## config.mk

```make
export PLATFORM = sky130hd
export DESIGN_NAME = range_stats_tracker_flat
export DESIGN_NICKNAME = d
export VERILOG_FILES = /design/src/rtl/range_stats_if.sv /design/src/rtl/range_stats_tracker.sv /design/src/flat_wrapper.sv
export SDC_FILE = /design/constraint.sdc
export NUM_CORES = 1
export LEC_CHECK = 0
export CORE_MARGIN = 10
export CORE_UTILIZATION = 45
export CTS_CLUSTER_SIZE = 16
export DETAILED_ROUTE_END_ITERATION = 7
export PLACE_DENSITY = 0.64
export SYNTH_ARGS = -nofsm -noshare
export SYNTH_HDL_FRONTEND = slang
export SYNTH_SLANG_ARGS = --single-unit
```

## constraint.sdc

```tcl
create_clock -name clock -period 12.6 [get_ports clock]
set_input_delay 3.78 -clock clock [delete_from_list [all_inputs] [get_ports clock]]
set_output_delay 3.78 -clock clock [all_outputs]
set_load 0.02 [all_outputs]
```

## src/rtl/range_stats_if.sv

```systemverilog
// Sample stream in, windowed min/max/range results out.
interface range_stats_if #(
    parameter int WIDTH     = 16,
    parameter int CNT_WIDTH = 8
) ();
    logic [WIDTH-1:0]     data_in;
    logic                 data_valid;
    logic                 go;
    logic                 finish;
    logic [WIDTH-1:0]     min_val;
    logic [WIDTH-1:0]     max_val;
    logic [WIDTH-1:0]     range;
    logic [CNT_WIDTH-1:0] count;
    logic                 count_sat;
    logic                 done;
    logic                 busy;
    logic                 error;

    modport master (
        output data_in, data_valid, go, finish,
        input  min_val, max_val, range, count, count_sat, done, busy, error
    );

    modport slave (
        input  data_in, data_valid, go, finish,
        output min_val, max_val, range, count, count_sat, done, busy, error
    );
endinterface

```

## src/rtl/range_stats_tracker.sv

```systemverilog
// Streaming min/max/range tracker over a go..finish window with
// registered results, done strobe and a sticky protocol-error state.
module range_stats_tracker #(
    parameter int WIDTH     = 16,
    parameter int SIGNED    = 0,
    parameter int CNT_WIDTH = 8
) (
    input  logic         clock,
    input  logic         reset,
    range_stats_if.slave bus
);
    localparam logic [1:0] S_IDLE   = 2'd0;
    localparam logic [1:0] S_ACTIVE = 2'd1;
    localparam logic [1:0] S_ERROR  = 2'd2;
    localparam logic [CNT_WIDTH-1:0] CNT_MAX = '1;

    logic [1:0]           state;
    logic [WIDTH-1:0]     cur_min, cur_max;
    logic [CNT_WIDTH-1:0] cur_cnt;
    logic                 cur_sat, cur_empty;

    logic [WIDTH-1:0]     nxt_min, nxt_max;
    logic [CNT_WIDTH-1:0] nxt_cnt;
    logic                 nxt_sat, nxt_empty;
    logic [WIDTH-1:0]     res_min, res_max;

    logic [WIDTH-1:0]     min_q, max_q, range_q;
    logic [CNT_WIDTH-1:0] count_q;
    logic                 sat_q, done_q;

    logic active, start, proto_err;

    function automatic logic less(input logic [WIDTH-1:0] a, input logic [WIDTH-1:0] b);
        if (SIGNED != 0) return $signed(a) < $signed(b);
        else             return a < b;
    endfunction

    assign active    = (state == S_ACTIVE);
    assign proto_err = (bus.go && bus.finish) || (bus.finish && !active) || (bus.go && active);
    assign start     = bus.go && !bus.finish && !active;

    // Tracker update for a sample arriving while the window is open.
    always_comb begin
        nxt_min   = cur_min;
        nxt_max   = cur_max;
        nxt_cnt   = cur_cnt;
        nxt_sat   = cur_sat;
        nxt_empty = cur_empty;
        if (bus.data_valid) begin
            if (cur_empty) begin
                nxt_min   = bus.data_in;
                nxt_max   = bus.data_in;
                nxt_empty = 1'b0;
            end else begin
                if (less(bus.data_in, cur_min)) nxt_min = bus.data_in;
                if (less(cur_max, bus.data_in)) nxt_max = bus.data_in;
            end
            if (cur_cnt == CNT_MAX) nxt_sat = 1'b1;
            else                    nxt_cnt = cur_cnt + 1'b1;
        end
    end

    // An empty window reports zeros regardless of stale tracker contents.
    assign res_min = nxt_empty ? '0 : nxt_min;
    assign res_max = nxt_empty ? '0 : nxt_max;

    always_ff @(posedge clock or posedge reset) begin
        if (reset) begin
            state     <= S_IDLE;
            cur_min   <= '0;
            cur_max   <= '0;
            cur_cnt   <= '0;
            cur_sat   <= 1'b0;
            cur_empty <= 1'b0;
            min_q     <= '0;
            max_q     <= '0;
            range_q   <= '0;
            count_q   <= '0;
            sat_q     <= 1'b0;
            done_q    <= 1'b0;
        end else begin
            done_q <= 1'b0;
            if (proto_err) begin
                state     <= S_ERROR;
                cur_min   <= '0;
                cur_max   <= '0;
                cur_cnt   <= '0;
                cur_sat   <= 1'b0;
                cur_empty <= 1'b0;
            end else if (start) begin
                state     <= S_ACTIVE;
                cur_min   <= bus.data_valid ? bus.data_in : '0;
                cur_max   <= bus.data_valid ? bus.data_in : '0;
                cur_cnt   <= bus.data_valid ? CNT_WIDTH'(1) : '0;
                cur_sat   <= 1'b0;
                cur_empty <= !bus.data_valid;
            end else if (active) begin
                cur_min   <= nxt_min;
                cur_max   <= nxt_max;
                cur_cnt   <= nxt_cnt;
                cur_sat   <= nxt_sat;
                cur_empty <= nxt_empty;
                if (bus.finish) begin
                    state   <= S_IDLE;
                    min_q   <= res_min;
                    max_q   <= res_max;
                    // max >= min in the active ordering, so the WIDTH-bit difference is exact
                    range_q <= res_max - res_min;
                    count_q <= nxt_cnt;
                    sat_q   <= nxt_sat;
                    done_q  <= 1'b1;
                end
            end
        end
    end

    assign bus.min_val   = min_q;
    assign bus.max_val   = max_q;
    assign bus.range     = range_q;
    assign bus.count     = count_q;
    assign bus.count_sat = sat_q;
    assign bus.done      = done_q;
    assign bus.busy      = (state == S_ACTIVE);
    assign bus.error     = (state == S_ERROR);
endmodule

```

## src/flat_wrapper.sv

```systemverilog
// flat-port wrapper written by rule: the top's interface ports become plain ports
module range_stats_tracker_flat 
#(
    parameter int WIDTH     = 16,
    parameter int SIGNED    = 0,
    parameter int CNT_WIDTH = 8
)
  (clock, reset, bus_data_in, bus_data_valid, bus_go, bus_finish, bus_min_val, bus_max_val, bus_range, bus_count, bus_count_sat, bus_done, bus_busy, bus_error);
  range_stats_if #(.WIDTH(WIDTH), .CNT_WIDTH(CNT_WIDTH)) bus_i ();
  input  logic clock;
  input  logic reset;
  input wire logic [$bits(bus_i.data_in)-1:0] bus_data_in;
  input wire logic [$bits(bus_i.data_valid)-1:0] bus_data_valid;
  input wire logic [$bits(bus_i.go)-1:0] bus_go;
  input wire logic [$bits(bus_i.finish)-1:0] bus_finish;
  output wire logic [$bits(bus_i.min_val)-1:0] bus_min_val;
  output wire logic [$bits(bus_i.max_val)-1:0] bus_max_val;
  output wire logic [$bits(bus_i.range)-1:0] bus_range;
  output wire logic [$bits(bus_i.count)-1:0] bus_count;
  output wire logic [$bits(bus_i.count_sat)-1:0] bus_count_sat;
  output wire logic [$bits(bus_i.done)-1:0] bus_done;
  output wire logic [$bits(bus_i.busy)-1:0] bus_busy;
  output wire logic [$bits(bus_i.error)-1:0] bus_error;
  assign bus_i.data_in = bus_data_in;
  assign bus_i.data_valid = bus_data_valid;
  assign bus_i.go = bus_go;
  assign bus_i.finish = bus_finish;
  assign bus_min_val = bus_i.min_val;
  assign bus_max_val = bus_i.max_val;
  assign bus_range = bus_i.range;
  assign bus_count = bus_i.count;
  assign bus_count_sat = bus_i.count_sat;
  assign bus_done = bus_i.done;
  assign bus_busy = bus_i.busy;
  assign bus_error = bus_i.error;
  range_stats_tracker #(.WIDTH(WIDTH), .SIGNED(SIGNED), .CNT_WIDTH(CNT_WIDTH)) u_core (.clock(clock), .reset(reset), .bus(bus_i));
endmodule
```

# [Word level (Yosys, flattened, before mapping)]
# Index checks and enable logic that the tools add are counted.
[totals] register_bits=102 input_bits=21 output_inout_bits=60 wordCells=77
[op_classes] n_addsub=2 order_cmp=2 n_eq_ne=3 muxes=42 bitwise=2 reduce_logical=14
[ops] op="2-to-1 mux 16 bit" count=15
[ops] op="2-to-1 mux 8 bit" count=5
[ops] op="< comparator 16 bit" count=2
[ops] op="2-to-1 mux 1 bit" count=18
[ops] op="subtractor 16 bit" count=1
[ops] op="adder 8 x 1 -> 8 bit (second input constant)" count=1
[ops] op="== test 8 bit (second input constant)" count=1
[ops] op="2-to-1 mux 2 bit" count=4
[ops] op="nonzero test 3 bit" count=2
[ops] op="logical AND 1 bit" count=5
[ops] op="AND reduction 4 bit" count=1
[ops] op="zero test 1 bit" count=3
[ops] op="== test 2 x 1 -> 1 bit (second input constant)" count=1
[ops] op="== test 2 bit (second input constant)" count=1
[ops] op="logical OR 1 bit" count=2
[ops] op="inverter 1 bit" count=2
[ops] op="AND reduction 2 bit" count=1

# [Depth between registers and ports, before layout]
# Gate-level depths: netlist (run 1).
[logic_depth] depth_word=9 depth_mapped=23 depth_no_buf=21

# [Least setup slack after synthesis (run 1)]
# No wires, ideal clock.
[synth_timing] path_kind="input to register" from="in bus_data_in[15]" to="reg u_core.range_q[14], in the netlist u_core.bus.range[14]" setup_ps=126 arrival_ps=8262 required_ps=12474 path_slack_ps=4212 path_stages=23 n_path_buf=2 path_cell_list="clkbuf_1 > inv_1 > ha_1 > a21oi_1 > o21a_1 > nand3_1 > a41oi_1 > or2_1 > buf_4 > mux2_2 > nand2_1 > ha_1 > inv_1 > fa_1 > a21o_1 > a221o_1 > o41ai_2 > nor2_1 > a2111oi_4 > o21ai_1 > a2bb2oi_2 > o21ai_0 > a221o_1"
[synth_between] elab_chain_len=8 elab_cells_between_ends=15 classes_between="add/sub: 1; order compare: 2; mux: 12"
[synth_rtl] item="start: declaration" line_no="flat_wrapper.sv:12" rtl="input wire logic [$bits(bus_i.data_in)-1:0] bus_data_in;"
[synth_rtl] item="< comparator 16 bit" line_no="range_stats_tracker.sv:35" rtl="else return a < b;"
[synth_rtl] item="2-to-1 mux 1 bit" line_no="range_stats_tracker.sv:50" rtl="if (cur_empty) begin"
[synth_rtl] item="2-to-1 mux 1 bit" line_no="range_stats_tracker.sv:49" rtl="if (bus.data_valid) begin"
[synth_rtl] item="2-to-1 mux 16 bit (on tied branches)" line_no="range_stats_tracker.sv:56, range_stats_tracker.sv:55"
[synth_rtl] item="2-to-1 mux 16 bit" line_no="range_stats_tracker.sv:50"
[synth_rtl] item="2-to-1 mux 16 bit" line_no="range_stats_tracker.sv:49"
[synth_rtl] item="2-to-1 mux 16 bit (on tied branches)" line_no="range_stats_tracker.sv:65, range_stats_tracker.sv:64"
[synth_rtl] item="subtractor 16 bit *" line_no="range_stats_tracker.sv:108" rtl="range_q <= res_max - res_min;"
[synth_rtl] item="end signal: assignment" line_no="range_stats_tracker.sv:108"
[synth_rtl] item="end: declaration" line_no="range_stats_tracker.sv:27" rtl="logic [WIDTH-1:0] min_q, max_q, range_q;"
# Every way passes the cells marked *; elsewhere a longest branch is shown, timed or not. The select of a mux whose other input is x is not followed.
# A chain may end at the register's enable or synchronous reset.

# [Worst setup path after layout (run 1)]
[layout_timing] from="in bus_data_in[9]" to="reg u_core.range_q[14], in the netlist u_core.bus.range[14]"
# The elaborated chain is that of the path after synthesis.

==> flow_summary.json, run 1 <==
{
  "grtUsageTotal_pct": 17.81,
  "synth.distinct_cells": 58,
  "cts_setup_buffers": 0,
  "reg2regPathDepth": 20,
  "worst_ep_arrival_time_ns": 9.80,
  "slew_headroom_pct": 19.29,
  "power_leakage_nw": 3.365,
  "post-route-min-period_ns": 9.557,
  "cts_tree": "yes",
  "viasPerCell": 5.600,
  "detail_route.wl_per_cell_um": 17.45,
  "chipWidth_um": 139.2,
  "drv_cap": 0,
  "wl_um": 17360,
  "cts_buffers": 9,
  "finalHoldViolations": 0,
  "final_nets": 877,
  "p_sw_mw": 0.4101,
  "grt_setup_unrepaired": "false",
  "antenna_found_initial": 0,
  "setup_viol": 0,
  "vias": 5572,
  "clockRootBuffer": "clkbuf_16",
  "synth-seq-cells": 102,
  "setup.worst_path.start_class": "input port",
  "drtAntennaViolNets": 0,
  "place_ws_ns": 2.762,
  "io_buffers": 80,
  "start_util_pct": 46.05,
  "layout-drive-gt1-share_pct": 4.540,
  "first_global_vias": 5423,
  "synth_nets": 826,
  "final_cell_mix": "nand2_1, o21ai_0, dfrtp_1",
  "power_frac_comb_pct": 37.4,
  "p_int_mw": 0.7516,
  "finalMaxSlewViolations": 0,
  "holdBufCountCts": 0,
  "yosysSeqAreaShare_pct": 39.93,
  "die-area_um2": 19370,
  "n_antenna_cell": 0,
  "synth-edff-count": 0,
  "coreArea_um2": 13880,
  "dp_hpwl_um": 12730,
  "worstSkewPairLatency_ns": 0.36,
  "critical_path_class": "in -> reg",
  "crit_required_ns": 12.84,
  "finalSetupTns_ns": 0,
  "die_height_um": 139.2,
  "max-vdd-ir-drop_v": 0.00006370,
  "fp-row-count": 43,
  "fin_ws_ns": 3.043,
  "fmax_ghz": 0.1046,
  "crit_path_end_kind": "flop",
  "seqPwrFrac_pct": 36.8,
  "ys.flop_type": "dfrtp_1",
  "fin_crit_sh_pct": 75.85,
  "status": "completed",
  "drt_first_pass_iters": 5,
  "syn_to_final_growth_pct": 19.08,
  "clockBufferDepth": 2,
  "syn_area_um2": 6392,
  "cts_num_sinks": 102,
  "final_common_cell": "nand2_1",
  "synth_warnings": 0,
  "holdPathStages": 2,
  "avgSynthCellArea_um2": 8.422,
  "netSwitchingFraction_pct": 35.30,
  "whs_ns": 0.4752,
  "fin_total_pwr_mw": 1.162,
  "grt_pass1_wl_um": 28520,
  "power_density_nw_per_um2": 152.6,
  "async_flop_share_pct": 100.0,
  "grt_overflow_total": 0,
  "finalWeightedCongestion": 0.8849,
  "clkPwrFrac_pct": 25.8,
  "initialDrtViolationCount": 647,
  "crit_fanout": 22,
  "post_cts_resized": 0,
  "hold_class": "reg -> reg",
  "cts.htree.levels": 3,
  "worstMarginPinSlew_ns": 1.211,
  "grt_max_degree": 112,
  "clkTransAtPathRegs_ns": 0.06,
  "drc": 0,
  "netlist_instances": 759,
  "finalClockSkew_ns": 0.008547,
  "ios": 81
}
==> Yosys cell counts, types with 2 or more instances <==
library cell / n / share of area, %
a2111oi_4: 2 / 0.86
nor2b_1: 5 / 0.49
clkbuf_1: 38 / 2.2
xor2_1: 11 / 1.5
o41ai_1: 3 / 0.41
buf_1: 5 / 0.29
inv_1: 34 / 2.0
a221o_1: 2 / 0.31
a21oi_1: 68 / 5.3
nand4_1: 6 / 0.59
nor2_1: 39 / 2.3
a211oi_1: 6 / 0.70
nand2b_1: 9 / 0.88
o21ai_0: 120 / 9.4
nand3_1: 9 / 0.70
mux2_2: 3 / 0.53
nand2_1: 142 / 8.3
o31a_1: 2 / 0.27
nor4_1: 2 / 0.20
a21o_1: 4 / 0.47
o21ai_1: 2 / 0.16
a211o_1: 2 / 0.27
ha_1: 45 / 8.8
buf_4: 2 / 0.23
nor3_1: 5 / 0.39
mux2i_1: 18 / 2.8
dfrtp_1: 102 / 40
o31ai_1: 23 / 2.7
o22ai_1: 2 / 0.20
or2_1: 2 / 0.20
and3_1: 5 / 0.49
xnor2_1: 5 / 0.69
o21a_1: 8 / 0.94
or3_1: 4 / 0.39
==> metal layers <==
| layer | routed length (µm) | GRT usage (%) |
|---|---|---|
| met5 | 0 | 0 |
| met3 | 892 | 3.459 |
| met1 | 8426 | 24.83 |
| met2 | 7726 | 26.78 |
| met4 | 315 | 6.205 |
==> final timing paths <==
| path | from | to | slack [ns] |
|---|---|---|---|
| min in group asynchronous | reset | u_core.bus.count[7]$_DFFE_PP0P_ | 3.81 |
| max in group asynchronous | reset | u_core.cur_max[1]$_DFFE_PP0P_ | 7.58 |
| setup reg to reg | u_core.cur_max[9]$_DFFE_PP0P_ | u_core.bus.range[14]$_DFFE_PP0P_ | 6.75 |
| hold reg to reg | u_core.bus.count_sat$_DFFE_PP0P_ | u_core.bus.count_sat$_DFFE_PP0P_ | 0.48 |
| setup / recovery | bus_data_in[9] | u_core.bus.range[14]$_DFFE_PP0P_ | 3.04 |
| hold / removal | u_core.bus.count_sat$_DFFE_PP0P_ | u_core.bus.count_sat$_DFFE_PP0P_ | 0.48 |
==> per-stage QoR <==
| step | util (%) | area [µm²] | std cells |
|---|---|---|---|
| after CTS | 54.84 | 7612 | 995 |
| after floorplan | - | 6392 | 759 |
| after global routing | 54.84 | 7612 | 995 |
| final | 54.84 | 7612 | 995 |
| after global placement | 52.53 | 7292 | 979 |
| after detailed placement | 52.53 | 7292 | 979 |
==> flip-flops by register name, summed over array words and instances, names as in the netlist <==
signal / flops
u_core.bus.max_val: 16
u_core.bus.done: 1
u_core.bus.count: 8
u_core.bus.count_sat: 1
u_core.bus.min_val: 16
u_core.bus.range: 16
u_core.state: 2
u_core.cur_cnt: 8
u_core.cur_sat: 1
u_core.cur_max: 16
u_core.cur_empty: 1
u_core.cur_min: 16
==> worst max-delay path, cell delays in order <==
cell and delay, ns:
clkdlybuf4s50_1 0.61, inv_1 0.08, ha_1 0.32, a21o_1 0.17
a211oi_1 0.28, nand3_1 0.11, a41oi_1 0.36, or2_1 0.76
mux2_2 0.42, nand2_1 0.10, ha_1 0.17, inv_1 0.06
fa_1 0.40, a21o_1 0.19, a221o_1 0.32, o41ai_2 0.37
nor2_1 0.14, a2111oi_4 0.38, o21ai_1 0.15, a2bb2oi_2 0.21
o21ai_0 0.09, a221o_1 0.30
==> power groups by stage <==
stage	clock network, mW	logic, mW	registers, mW
6_report	0.300	0.434	0.428
3_3_place_gp	0	0.427	0.432
4_1_cts	0.306	0.438	0.428
3_5_place_dp	0	0.436	0.435
5_1_grt	0.323	0.476	0.436
2_1_floorplan	0	0.193	0.491
==> layout make-up <==
cell class,instances,area [µm²]
fillers,1298,6269
multi-input cells,577,3542
flip-flops and latches,102,2552
repair buffers,85,838.3
clock buffers,13,280.3
well taps,180,225.2
inverters,35,133.9
clock inverters,3,40.04
==> logic make-up (layout without fill, tap and decap cells) <==
logic type	after synthesis	in the layout	synth area share, %
compound gates	257	257	24.37
simple gates	237	237	16.23
flops	102	102	39.93
buf+inv	80	136	4.815
fa+ha+maj	46	46	9.121
mux	21	21	3.347
xor+xnor	16	16	2.192
Note: power is estimated with default switching activity, not from simulation.
==> run 2, diff against run 1 <==
--- a/config.mk
+++ b/config.mk
@@ -9,7 +9,7 @@
 export CORE_UTILIZATION = 45
 export CTS_CLUSTER_SIZE = 16
 export DETAILED_ROUTE_END_ITERATION = 7
-export PLACE_DENSITY = 0.64
+export PLACE_DENSITY = 0.67
 export SYNTH_ARGS = -nofsm -noshare
 export SYNTH_HDL_FRONTEND = slang
 export SYNTH_SLANG_ARGS = --single-unit
==> constraint.sdc (replaced) <==
create_clock -name clock -period 8.4 [get_ports clock]
set_input_delay 2.52 -clock clock [delete_from_list [all_inputs] [get_ports clock]]
set_output_delay 2.52 -clock clock [all_outputs]
set_load 0.02 [all_outputs]
==> run 2 against run 1 <==
Die area is the same. Final cell count is 0.30% higher. Critical path depth shrank 1. Cell area rose by 0.49%. Clock skew is 0.0015 ns lower. Global-route usage is 0.79 points lower. Sequential power is 50% higher. Setup slack worse by 2.4 ns. Total power increased by 52%. First-iteration DRC count is 19% lower. Critical path type unchanged.
==> flow_summary.json, run 2 (same netlist as run 1, synthesis figures left out) <==
{
  "status": "completed",
  "worstSkewPairLatency_ns": 0.35,
  "grt_max_degree": 58,
  "finalHoldViolations": 0,
  "layout.cells.non_filler": 998,
  "fmax_ghz": 0.1296,
  "timing.rr.end": "u_core.bus.range[14]$_DFFE_PP0P_",
  "vias": 5623,
  "p_sw_mw": 0.6108,
  "dp_hpwl_um": 12400,
  "slew_headroom_pct": 15.26,
  "syn_to_final_growth_pct": 19.67,
  "crit_required_ns": 8.63,
  "clockBufferDepth": 2,
  "drv_cap": 0,
  "clkPwrFrac_pct": 26.5,
  "r2r_slack_ns": 3.16,
  "worstMarginPinSlew_ns": 1.271,
  "reg2regPathDepth": 19,
  "grt_pass1_wl_um": 27740,
  "post-route-util_pct": 55.11,
  "seq_area_um2": 2552,
  "critical_path_class": "in -> reg",
  "cts_setup_buffers": 0,
  "clockRootBuffer": "clkbuf_16",
  "setup_viol": 0,
  "cts_buffers": 9,
  "endpoint": "u_core.bus.range[14]$_DFFE_PP0P_",
  "power_leakage_nw": 3.382,
  "critPathSlowestCell": "clkdlybuf4s50_1",
  "drt_first_pass_iters": 5,
  "initialDrtViolationCount": 524,
  "layout-drive-gt1-share_pct": 4.768,
  "holdBufCountCts": 0,
  "fin_crit_sh_pct": 91.83,
  "die-area_um2": 19370,
  "cpPeakStageDelay_ns": 0.61,
  "finalSetupTns_ns": 0,
  "hold_class": "reg -> reg",
  "viasPerCell": 5.634,
  "path_cells": "clkdlybuf4s50_1 -> inv_1 -> ha_1 -> a21o_1 -> a211oi_1 -> nand3_1 -> a41oi_1 -> or2_1 -> buf_4 -> mux2i_1 -> nor2_1 -> fa_1 -> a21o_1 -> a221o_1 -> o41ai_2 -> nor2_1 -> a2111oi_4 -> o21ai_1 -> a2bb2oi_2 -> o21ai_0 -> a221o_1",
  "chipWidth_um": 139.2,
  "cts_tree": "yes",
  "crit_fanout": 22,
  "drtAntennaViolNets": 0,
  "power_density_nw_per_um2": 230.6,
  "fillers": 1282,
  "finalMaxSlewViolations": 0,
  "io_buffers": 80,
  "seqPwrFrac_pct": 36.4,
  "critPathLaunch": "bus_data_in[9]",
  "first_global_vias": 5382,
  "n_antenna_cell": 0,
  "power_frac_comb_pct": 37.1,
  "detail_route.wl_per_cell_um": 16.82,
  "timing.rr.start": "u_core.cur_max[9]$_DFFE_PP0P_",
  "wl_um": 16780,
  "die_height_um": 139.2,
  "fp-row-count": 43,
  "grtUsageTotal_pct": 17.02,
  "cts.htree.levels": 3,
  "max-vdd-ir-drop_v": 0.00009345,
  "drc": 0,
  "dp.cells": 982,
  "post-route-min-period_ns": 7.713,
  "post_cts_resized": 0,
  "crit_path_end_kind": "flop",
  "worst_ep_arrival_time_ns": 7.95,
  "grt_overflow_total": 0,
  "coreArea_um2": 13880,
  "finalClockSkew_ns": 0.007020,
  "p_int_mw": 1.153,
  "finalWeightedCongestion": 0.8864,
  "final_nets": 880,
  "multiInputGateArea_um2": 3542,
  "clkTransAtPathRegs_ns": 0.07,
  "cts_num_sinks": 102,
  "cp.depth": 21,
  "grt_setup_unrepaired": "false",
  "final_cell_mix": "nand2_1, o21ai_0, dfrtp_1",
  "worst-path-buf-inv": 3,
  "final_common_cell": "nand2_1",
  "ios": 81,
  "antenna_found_initial": 0,
  "netSwitchingFraction_pct": 34.63,
  "whs_ns": 0.4709,
  "setup.worst_path.start_class": "input port",
  "critPathTopFamily": "compound AO/OA/AOI/OAI gates",
  "start_util_pct": 46.05
}
run 2: per-layer routing:
metal,wire length [µm],vias up,GRT usage (%)
li1,-,2783,-
met1,8263,2685,24.06
met2,7495,141,25.66
met3,826,14,2.945
met4,197,0,5.437
met5,0,-,0
run 2: final cells by class:
cell class / instances / share of cell area, %
Timing Repair Buffer: 88 / 11.25
Multi-Input combinational cell: 577 / 46.30
Tap cell: 180 / 2.944
Clock inverter: 3 / 0.8505
Clock buffer: 13 / 3.533
Inverter: 35 / 1.750
Sequential cell: 102 / 33.37
run 2: power by group through the flow:
stage	clock network (mW)	logic [mW]	registers (mW)
floorplan	0	0.289	0.737
global placement	0	0.643	0.648
detailed placement	0	0.655	0.653
CTS	0.476	0.657	0.643
global route	0.491	0.719	0.653
finish	0.468	0.655	0.641
run 2: worst reg2reg max path, delay by kind of cell, from the launching register on:
family / cells / cell delay [ns]
AOI/OAI and AO/OA: 11 / 2.77
buffers and inverters: 1 / 0.29
adders and majority gates: 2 / 0.80
DFF: 1 / 0.41
muxes: 1 / 0.31
and+or+nand+nor: 4 / 0.57
run 2: stage by stage:
stage / power, mW / cell area, µm² / setup slack, ns
6_report: 1.764 / 7650 / 0.6865
5_1_grt: 1.863 / 7650 / 0.4003
4_1_cts: 1.777 / 7650 / 0.7985
3_5_place_dp: 1.308 / 7315 / 0.4678
3_3_place_gp: 1.291 / 7315 / 0.5805
2_1_floorplan: 1.026 / 6392 / 1.272
run 2: worst min path at each step:
stage                                       start                            endpoint  cells after the start  slack [ns]
3_3_place_gp     u_core.bus.count_sat$_DFFE_PP0P_    u_core.bus.count_sat$_DFFE_PP0P_                      2        0.45
5_1_grt        u_core.bus.min_val[13]$_DFFE_PP0P_  u_core.bus.min_val[13]$_DFFE_PP0P_                      2        0.50
3_5_place_dp    u_core.bus.max_val[5]$_DFFE_PP0P_   u_core.bus.max_val[5]$_DFFE_PP0P_                      2        0.46
4_1_cts          u_core.bus.count_sat$_DFFE_PP0P_    u_core.bus.count_sat$_DFFE_PP0P_                      2        0.48
6_report         u_core.bus.count_sat$_DFFE_PP0P_    u_core.bus.count_sat$_DFFE_PP0P_                      2        0.47
2_1_floorplan      u_core.cur_min[12]$_DFFE_PP0P_      u_core.cur_min[12]$_DFFE_PP0P_                      2        0.45
==> run 3, diff against run 2 <==
--- a/config.mk
+++ b/config.mk
@@ -9,6 +9,7 @@
 export CORE_UTILIZATION = 45
 export CTS_CLUSTER_SIZE = 16
 export DETAILED_ROUTE_END_ITERATION = 7
+export GPL_ROUTABILITY_DRIVEN = 0
 export PLACE_DENSITY = 0.67
 export SYNTH_ARGS = -nofsm -noshare
 export SYNTH_HDL_FRONTEND = slang
==> run 3 against run 2 <==
Register-to-register slack better by 0.09 ns. Setup slack better by 0.12 ns. Via count is 0.80% higher. Wire length is 1.0% higher.
==> flow_summary.json, run 3 (same netlist as run 1, synthesis figures left out) <==
{
  "fmax_ghz": 0.1317,
  "clkTransAtPathRegs_ns": 0.07,
  "finalClockSkew_ns": 0.007746,
  "status": "completed",
  "postLayoutCellArea_um2": 7607,
  "cts_setup_buffers": 0,
  "ios": 81,
  "use_met3_pct": 2.842,
  "fin_ws_ns": 0.8044,
  "use_met1_pct": 24.29,
  "max-vdd-ir-drop_v": 0.0001023,
  "final_cell_mix": "nand2_1, o21ai_0, dfrtp_1",
  "worst_ep_arrival_time_ns": 7.84,
  "post_cts_resized": 0,
  "grt_max_degree": 112,
  "cts.htree.levels": 3,
  "viasPerCell": 5.685,
  "setup.worst_path.start_class": "input port",
  "drv_cap": 0,
  "holdBufCountCts": 0,
  "final_common_cell": "nand2_1",
  "die-area_um2": 19370,
  "start_util_pct": 46.05,
  "antenna_found_initial": 0,
  "grtUsageTotal_pct": 17.17,
  "syn_to_final_growth_pct": 19.01,
  "power_leakage_nw": 3.362,
  "place_area_um2": 7307,
  "worstMarginPinSlew_ns": 1.227,
  "drtAntennaViolNets": 0,
  "power_density_nw_per_um2": 226.7,
  "finalSetupTns_ns": 0,
  "chipWidth_um": 139.2,
  "met2_usage_pct": 25.71,
  "die_height_um": 139.2,
  "cts_num_sinks": 102,
  "grt_overflow_total": 0,
  "hold_class": "reg -> reg",
  "detail_route.wl_per_cell_um": 17.01,
  "crit_path_end_kind": "flop",
  "vias": 5668,
  "post-route-min-period_ns": 7.596,
  "cts_tree": "yes",
  "crit_required_ns": 8.64,
  "first_global_vias": 5362,
  "grt_pass1_wl_um": 27820,
  "drc": 0,
  "fin_crit_sh_pct": 90.42,
  "worstSkewPairLatency_ns": 0.36,
  "place_ws_ns": 0.4998,
  "finalHoldViolations": 0,
  "slew_headroom_pct": 18.17,
  "finalMaxSlewViolations": 0,
  "post-route-util_pct": 54.80,
  "wl_um": 16950,
  "final_nets": 879,
  "crit_fanout": 22,
  "io_buffers": 80,
  "n_antenna_cell": 0,
  "drt_first_pass_iters": 5,
  "dp_hpwl_um": 12440,
  "fp-row-count": 43,
  "coreArea_um2": 13880,
  "initialDrtViolationCount": 479,
  "top_usage_layer": "met2",
  "clockRootBuffer": "clkbuf_16",
  "critical_path_class": "in -> reg",
  "clockBufferDepth": 2,
  "grt_setup_unrepaired": "false",
  "layout-drive-gt1-share_pct": 4.651,
  "cts_buffers": 9,
  "setup_viol": 0
}
-- run 3: changes by cell type in the layout (fill, tap and decap cells not counted), sizes merged --
cell	before	now
bufinv	2	1
buf	8	7
inv	34	35
clkinv	2	4
clkbuf	13	11
-- run 3: worst max-delay path: stages --
cell and delay, ns:
clkdlybuf4s50_1 0.59, inv_1 0.07, ha_1 0.31, a21o_1 0.16, a211oi_1 0.24, nand3_1 0.10
a41oi_1 0.31, or2_1 0.19, buf_4 0.28, mux2i_1 0.29, nor2_1 0.12, fa_1 0.51
a21o_1 0.19, a221o_1 0.32, o41ai_2 0.36, nor2_1 0.15, a2111oi_4 0.38, o21ai_1 0.13
a2bb2oi_2 0.20, o21ai_0 0.09, a221o_1 0.29
-- run 3: report_power, final --
group | switching [mW] | internal (mW) | total, mW
logic | 0.368 | 0.286 | 0.654
registers | 0.0596 | 0.581 | 0.641
clock network | 0.190 | 0.240 | 0.430
-- run 3: final cells by class --
type	count	area [µm²]
timing repair buffer	87	853.3
sequential	102	2552
fill	1279	6274
tap	180	225.2
clock inverter	5	57.56
multi-input combinational	577	3542
inverter	35	133.9
clock buffer	11	242.7
-- run 3: final timing paths --
path                                                 startpoint                                end  slack [ns]  depth (start not counted)
worst max-delay path                             bus_data_in[9]   u_core.bus.range[14]$_DFFE_PP0P_        0.80                         21
worst min-delay path            u_core.bus.range[1]$_DFFE_PP0P_    u_core.bus.range[1]$_DFFE_PP0P_        0.48                          2
worst max register to register    u_core.cur_max[9]$_DFFE_PP0P_   u_core.bus.range[14]$_DFFE_PP0P_        3.25                         19
worst min register to register  u_core.bus.range[1]$_DFFE_PP0P_    u_core.bus.range[1]$_DFFE_PP0P_        0.48                          2
max in group asynchronous                                 reset    u_core.bus.range[5]$_DFFE_PP0P_        4.64                          3
min in group asynchronous                                 reset  u_core.bus.min_val[6]$_DFFE_PP0P_        2.62                          2
-- run 3: routing by layer --
layer  wire (µm)  up-vias
met2        7396      160
met4         266        0
met5           0        -
met1        8410     2698
met3         881       24
li1            -     2786
-- run 3: stage by stage --
stage,std cells,power (mW),hold slack (ns)
after detailed placement,981,1.308,0.4671
after floorplan,759,1.026,0.4490
final,997,1.725,0.4778
after global placement,981,1.290,0.4530
after CTS,997,1.740,0.4842
after global routing,997,1.826,0.5066
